`config.mk`:
```
export PLATFORM = sky130hd
export DESIGN_NAME = scan_sequencer
export DESIGN_NICKNAME = d
export VERILOG_FILES = /design/src/rtl/scan_seq_pkg.sv /design/src/rtl/scan_sequencer_next_chan_finder.sv /design/src/rtl/scan_sequencer.sv
export SDC_FILE = /design/constraint.sdc
export NUM_CORES = 1
export LEC_CHECK = 0
export ABC_AREA = 1
export CELL_PAD_IN_SITES_DETAIL_PLACEMENT = 1
export CELL_PAD_IN_SITES_GLOBAL_PLACEMENT = 1
export CORE_UTILIZATION = 46
export DETAILED_ROUTE_END_ITERATION = 10
export DONT_BUFFER_PORTS = 1
export PLACE_DENSITY_LB_ADDON = 0.1
export SYNTH_ARGS = -nofsm -noshare
export SYNTH_HDL_FRONTEND = slang
export SYNTH_HIERARCHICAL = 1
export SYNTH_SLANG_ARGS = --single-unit
```
`constraint.sdc`:
```
create_clock -name clk -period 4.2 [get_ports clk]
set_clock_uncertainty 0.2 [all_clocks]
set_input_delay 0.63 -clock clk [delete_from_list [all_inputs] [get_ports clk]]
set_output_delay 0.63 -clock clk [all_outputs]
set_load 0.01 [all_outputs]
```
`src/rtl/scan_seq_pkg.sv`:
```
`default_nettype none
// ============================================================================
//  Module      : scan_seq_pkg
//  Description : Shared state type, channel constants and the lowest-enabled
//                channel helper for the scan sequencer.
//  Revision    : 1.0  initial release
// ============================================================================
package scan_seq_pkg;

   localparam int N_CH  = 8;
   localparam int SEL_W = 3;

   typedef enum logic [1:0] {
      IDLE  = 2'd0,
      DWELL = 2'd1,
      GAP   = 2'd2
   } state_t;

   // Lowest set bit of the mask; returns 0 for an empty mask.
   function automatic logic [SEL_W-1:0] first_set(input logic [N_CH-1:0] mask);
      logic [SEL_W-1:0] idx;
      idx = '0;
      for (int i = N_CH - 1; i >= 0; i--) begin
         if (mask[i]) idx = SEL_W'(i);
      end
      return idx;
   endfunction

endpackage
`default_nettype wire

```
`src/rtl/scan_sequencer_next_chan_finder.sv`:
```
`default_nettype none
// ============================================================================
//  Module      : next_chan_finder
//  Description : Combinational wrapping priority search. Finds the next
//                enabled channel above cur (modulo N_CH) and flags when the
//                search wrapped, which marks the end of a pass.
//  Revision    : 1.0  initial release
// ============================================================================
module next_chan_finder #(
   parameter int N_CH  = 8,
   parameter int SEL_W = 3
) (
   input  logic [N_CH-1:0]  mask,
   input  logic [SEL_W-1:0] cur,
   output logic [SEL_W-1:0] nxt,
   output logic             wrapped
);

   logic [SEL_W-1:0] w_idx;
   logic             w_found;

   // Scan cur+1, cur+2, ... cur+N_CH (the last being cur itself); the select
   // width equals log2(N_CH), so the addition wraps naturally.
   always_comb begin
      nxt     = cur;
      w_idx   = cur;
      w_found = 1'b0;
      for (int i = 1; i <= N_CH; i++) begin
         w_idx = cur + SEL_W'(i);
         if (!w_found && mask[w_idx]) begin
            nxt     = w_idx;
            w_found = 1'b1;
         end
      end
      wrapped = (nxt <= cur);
   end

endmodule
`default_nettype wire

```
`src/rtl/scan_sequencer.sv`:
```
`default_nettype none
// ============================================================================
//  Module      : scan_sequencer
//  Description : Steps a decoder select through the enabled channels of a
//                latched mask, holding each for max(dwell,1) cycles, in
//                single-pass or continuous mode with an end-of-pass pulse.
//                Define SCAN_SEQ_GAP_EN to insert a one-cycle break-before-make
//                gap (sel_en low, sel already on the next channel) between
//                consecutive channels.
//  Revision    : 1.0  initial release
// ============================================================================
module scan_sequencer #(
   parameter int N_CH    = 8,
   parameter int SEL_W   = 3,
   parameter int DWELL_W = 8
) (
   input  logic               clk,
   input  logic               rst,
   input  logic               start,
   input  logic               stop,
   input  logic               cont,
   input  logic [N_CH-1:0]    chan_mask,
   input  logic [DWELL_W-1:0] dwell,
   output logic [SEL_W-1:0]   sel,
   output logic               sel_en,
   output logic               busy,
   output logic               pass_done
);

   import scan_seq_pkg::*;

   state_t             r_state;
   state_t             w_state_nxt;
   logic [N_CH-1:0]    r_mask;
   logic [DWELL_W-1:0] r_dwell;
   logic               r_cont;
   logic [DWELL_W-1:0] r_cnt;
   logic [SEL_W-1:0]   r_sel;

   logic [SEL_W-1:0]   w_sel_nxt;
   logic [DWELL_W-1:0] w_cnt_nxt;
   logic               w_load;
   logic [DWELL_W-1:0] w_dwell_eff;
   logic [SEL_W-1:0]   w_nxt;
   logic               w_wrapped;

   assign w_dwell_eff = (dwell == '0) ? DWELL_W'(1) : dwell;
   assign sel         = r_sel;

   next_chan_finder #(
      .N_CH  (N_CH),
      .SEL_W (SEL_W)
   ) u_finder (
      .mask    (r_mask),
      .cur     (r_sel),
      .nxt     (w_nxt),
      .wrapped (w_wrapped)
   );

   // State register.
   always_ff @(posedge clk or posedge rst) begin
      if (rst) r_state <= IDLE;
      else     r_state <= w_state_nxt;
   end

   // Next-state, channel advance and output decode.
   always_comb begin
      w_state_nxt = r_state;
      w_sel_nxt   = r_sel;
      w_cnt_nxt   = r_cnt;
      w_load      = 1'b0;
      sel_en      = 1'b0;
      busy        = 1'b0;
      pass_done   = 1'b0;
      case (r_state)
         IDLE: begin
            if (start && !stop && (chan_mask != '0)) begin
               w_state_nxt = DWELL;
               w_sel_nxt   = first_set(chan_mask);
               w_cnt_nxt   = w_dwell_eff;
               w_load      = 1'b1;
            end
         end
         DWELL: begin
            sel_en = 1'b1;
            busy   = 1'b1;
            if (stop) begin
               // Abort wins over an expiring count; no end-of-pass pulse.
               w_state_nxt = IDLE;
               w_sel_nxt   = '0;
            end else if (r_cnt == DWELL_W'(1)) begin
               pass_done = w_wrapped;
               if (w_wrapped && !r_cont) begin
                  w_state_nxt = IDLE;
                  w_sel_nxt   = '0;
               end else begin
`ifdef SCAN_SEQ_GAP_EN
                  w_state_nxt = GAP;
                  w_sel_nxt   = w_nxt;
`else
                  w_sel_nxt   = w_nxt;
                  w_cnt_nxt   = r_dwell;
`endif
               end
            end else begin
               w_cnt_nxt = r_cnt - DWELL_W'(1);
            end
         end
         GAP: begin
            busy = 1'b1;
            if (stop) begin
               w_state_nxt = IDLE;
               w_sel_nxt   = '0;
            end else begin
               w_state_nxt = DWELL;
               w_cnt_nxt   = r_dwell;
            end
         end
         default: begin
            w_state_nxt = IDLE;
            w_sel_nxt   = '0;
         end
      endcase
   end

   // Datapath: select, dwell counter and the configuration latched at start.
   always_ff @(posedge clk or posedge rst) begin
      if (rst) begin
         r_sel   <= '0;
         r_cnt   <= '0;
         r_mask  <= '0;
         r_dwell <= '0;
         r_cont  <= 1'b0;
      end else begin
         r_sel <= w_sel_nxt;
         r_cnt <= w_cnt_nxt;
         if (w_load) begin
            r_mask  <= chan_mask;
            r_dwell <= w_dwell_eff;
            r_cont  <= cont;
         end
      end
   end

endmodule
`default_nettype wire

```
==> impl_metrics.ini <==
[status]
status = completed

[synthesis]
synth.yosys.seq_area_share_pct = 28.5
yosysTopAreaCell = dfrtp_1
yosys_warnings = 6
synth_edf_count = 0
syn_area_per_cell_um2 = 6.66
synth_nets = 410
synthesis.instances = 382
synth-async-reset-ratio_pct = 100
syn_area_mm2 = 0.00254
ys_types = 35
ys_ff_latch = 29
synthFlopType = dfrtp_1
yosys.area.top_type_share_pct = 28.5
synth_common_cells = 127 x nand2_1, 44 x nand3_1, 39 x inv_1
yosys.cell_count.top_type = nand2_1
synth_area_leaders = dfrtp_1 29%, nand2_1 19%, nand3_1 8.7%

[route]
num_vias = 2484
wl_um = 7440
via_per_inst = 5.35
drt_iter0_markers = 121
drc = 0
drtPass1Iterations = 4
wl_per_cell_um = 16.0
antenna_left = 0

[clock_tree]
cts_root_buffer = clkbuf_8
cts-htree-levels = 2
clk_pin_slew_worst_paths_ps = 70
clock_latency_ps = 290
clock_path_buffers = 2
numClockSinks = 29
cts_tree = done
tritoncts.num_buffers = 5

[setup_path]
required_ps = 3370
cp_cell_sequence = buf_8 -> ha_1 -> inv_1 -> nand2_1 -> nand2_2 -> inv_2 -> nand3_2 -> nand2_4 -> nor2_4 -> nand4_1 -> nor2_1 -> nand2_1 -> nand2_1 -> inv_1 -> nand2_1 -> nand2_1 -> ha_1 -> nand2_1 -> o21ai_0 -> nand2_1 -> inv_1 -> nor3_2 -> buf_4
worstSetupEndpointType = output port
path_buf_inv = 6
worstPathArrival_ps = 3160
cpMostUsedCell = nand2_1
critPathTopFamily = simple AND/OR/NAND/NOR gates
critPathKind = reg2out
endpoint = pass_done
regToRegStartpoint = sel[0]
crit_start = sel[0]
cp.depth = 23
r2r_setup_slack_ps = 360
reg2reg_to = r_cnt[0]
critPathMaxStageDelay_ps = 440
cp-start-kind = flip-flop
reg2regPathDepth = 27
cp_max_fo = 9
critPathSlowestCell = dfrtp_2

[sta]
max_slew.worst_pin.slew_ps = 697
slew_headroom_pct = 53.4
fin_crit_sh_pct = 94.9
fmax_ghz = 0.251
hold_violations = 0
finalMaxSlewViolations = 0
finalSetupTns_ps = 0
finalSetupViolCount = 0
fin_crit_ps = 3990

[final_layout]
drive_gt1_share_pct = 18.0
antenna_cells = 0
fillers = 709
syn_to_final_growth_pct = 11.0
nets = 421

[placed_design]
place_congestion = 0.955
dp_hpwl_um = 5290
io_buffers = 0

[global_route]
grt_max_degree = 30
antenna_found_initial = 0
track_usage_pct = 24.7
grt.overflow.total = 0
grt_pass1_vias = 2415
grt_first_pass_wirelength_um = 11500

[die]
num_rows = 26
fp.dieH_um = 76.3
start_util_pct = 48.8
core_area_mm2 = 0.00520
dieArea_mm2 = 0.00583
die_w_um = 76.3
pin_count = 27

[hold_path]
hold_class = in2async

[flow_run]
max_cap_violations = 0
==> stage by stage <==
stage / cells / hold WS, ps / utilization, % / instance area [um^2] / setup WS (ps)
global placement: 447 / 272 / 49.7 / 2590 / 369
CTS: 457 / 126 / 51.8 / 2700 / 15.3
floorplan: 382 / 250 / - / 2540 / 527
global route: 464 / 141 / 54.2 / 2820 / -28.4
finish: 464 / 109 / 54.2 / 2820 / 215
detailed placement: 447 / 282 / 49.7 / 2590 / 253
==> flip-flops by register name (all words and copies together) (netlist names) <==
register  flops
sel           3
r_cnt         8
r_dwell       8
r_mask        8
r_cont        1
r_state       1
==> how the worst min path moves through the flow <==
| stage | cells past startpoint | from | to | slack, ps |
|---|---|---|---|---|
| 6_report | 2 | rst | r_dwell[3] | 110 |
| 5_1_grt | 2 | rst | r_cnt[3] | 140 |
| 4_1_cts | 2 | rst | r_cnt[2] | 130 |
| 3_5_place_dp | 2 | r_dwell[2] | r_dwell[2] | 280 |
| 3_3_place_gp | 2 | r_dwell[3] | r_dwell[3] | 270 |
| 2_1_floorplan | 1 | r_dwell[0] | r_dwell[0] | 250 |
==> routing by layer <==
metal  vias up  GRT usage (%)  routed length [um]
met2        48           37.4                3360
met3        12           3.71                 216
met1      1172           36.0                3750
li1       1252              -                   -
met4         0           7.50                 115
met5         -              0                   0
==> layout by cell type (no fill, tap or decap), types with 3 or more instances in the layout <==
| cell | netlist | layout |
|---|---|---|
| o21ai_1 | 13 | 13 |
| inv_1 | 39 | 39 |
| a21oi_1 | 11 | 11 |
| nand3_2 | 3 | 3 |
| nor2_1 | 25 | 25 |
| nand4_1 | 11 | 11 |
| nand2_1 | 127 | 124 |
| dfrtp_1 | 29 | 28 |
| buf_4 | 4 | 12 |
| nand2_4 | 6 | 6 |
| nand3_1 | 44 | 44 |
| nor2_4 | 5 | 5 |
| inv_4 | 1 | 3 |
| clkbuf_8 | 0 | 5 |
| o21ai_0 | 11 | 11 |
| nand2_2 | 6 | 9 |
| inv_2 | 11 | 9 |
| ha_1 | 7 | 5 |
==> what timing repair did <==
action | 4_1_cts | 5_1_grt
gates resized for setup | 4 | 10
hold buffers | 0 | 0
buffers inserted | 2 | 6
setup endpoints to repair | 1 | 1
pin swaps | 1 | 6
cloned | 0 | 1
==> area by class of cell <==
class	instances	area [um^2]	share of cell area [%]
sequential	29	727	25.8
clock buffer	6	72.6	2.57
timing repair buffer	14	130	4.61
clock inverter	2	10.0	0.355
multi-input combinational	291	1590	56.4
inverter	52	203	7.18
tap	70	87.6	3.10
==> logic make-up after synthesis <==
logic type / share of synthesized area [%]
compound gates: 9.69
xor+xnor: 1.72
fa+ha+maj: 3.44
buf+inv: 10.9
flops: 28.5
simple gates: 45.7
Power is not shown: default switching activity piles up to over one toggle a cycle in this logic, so the estimate is an artifact.
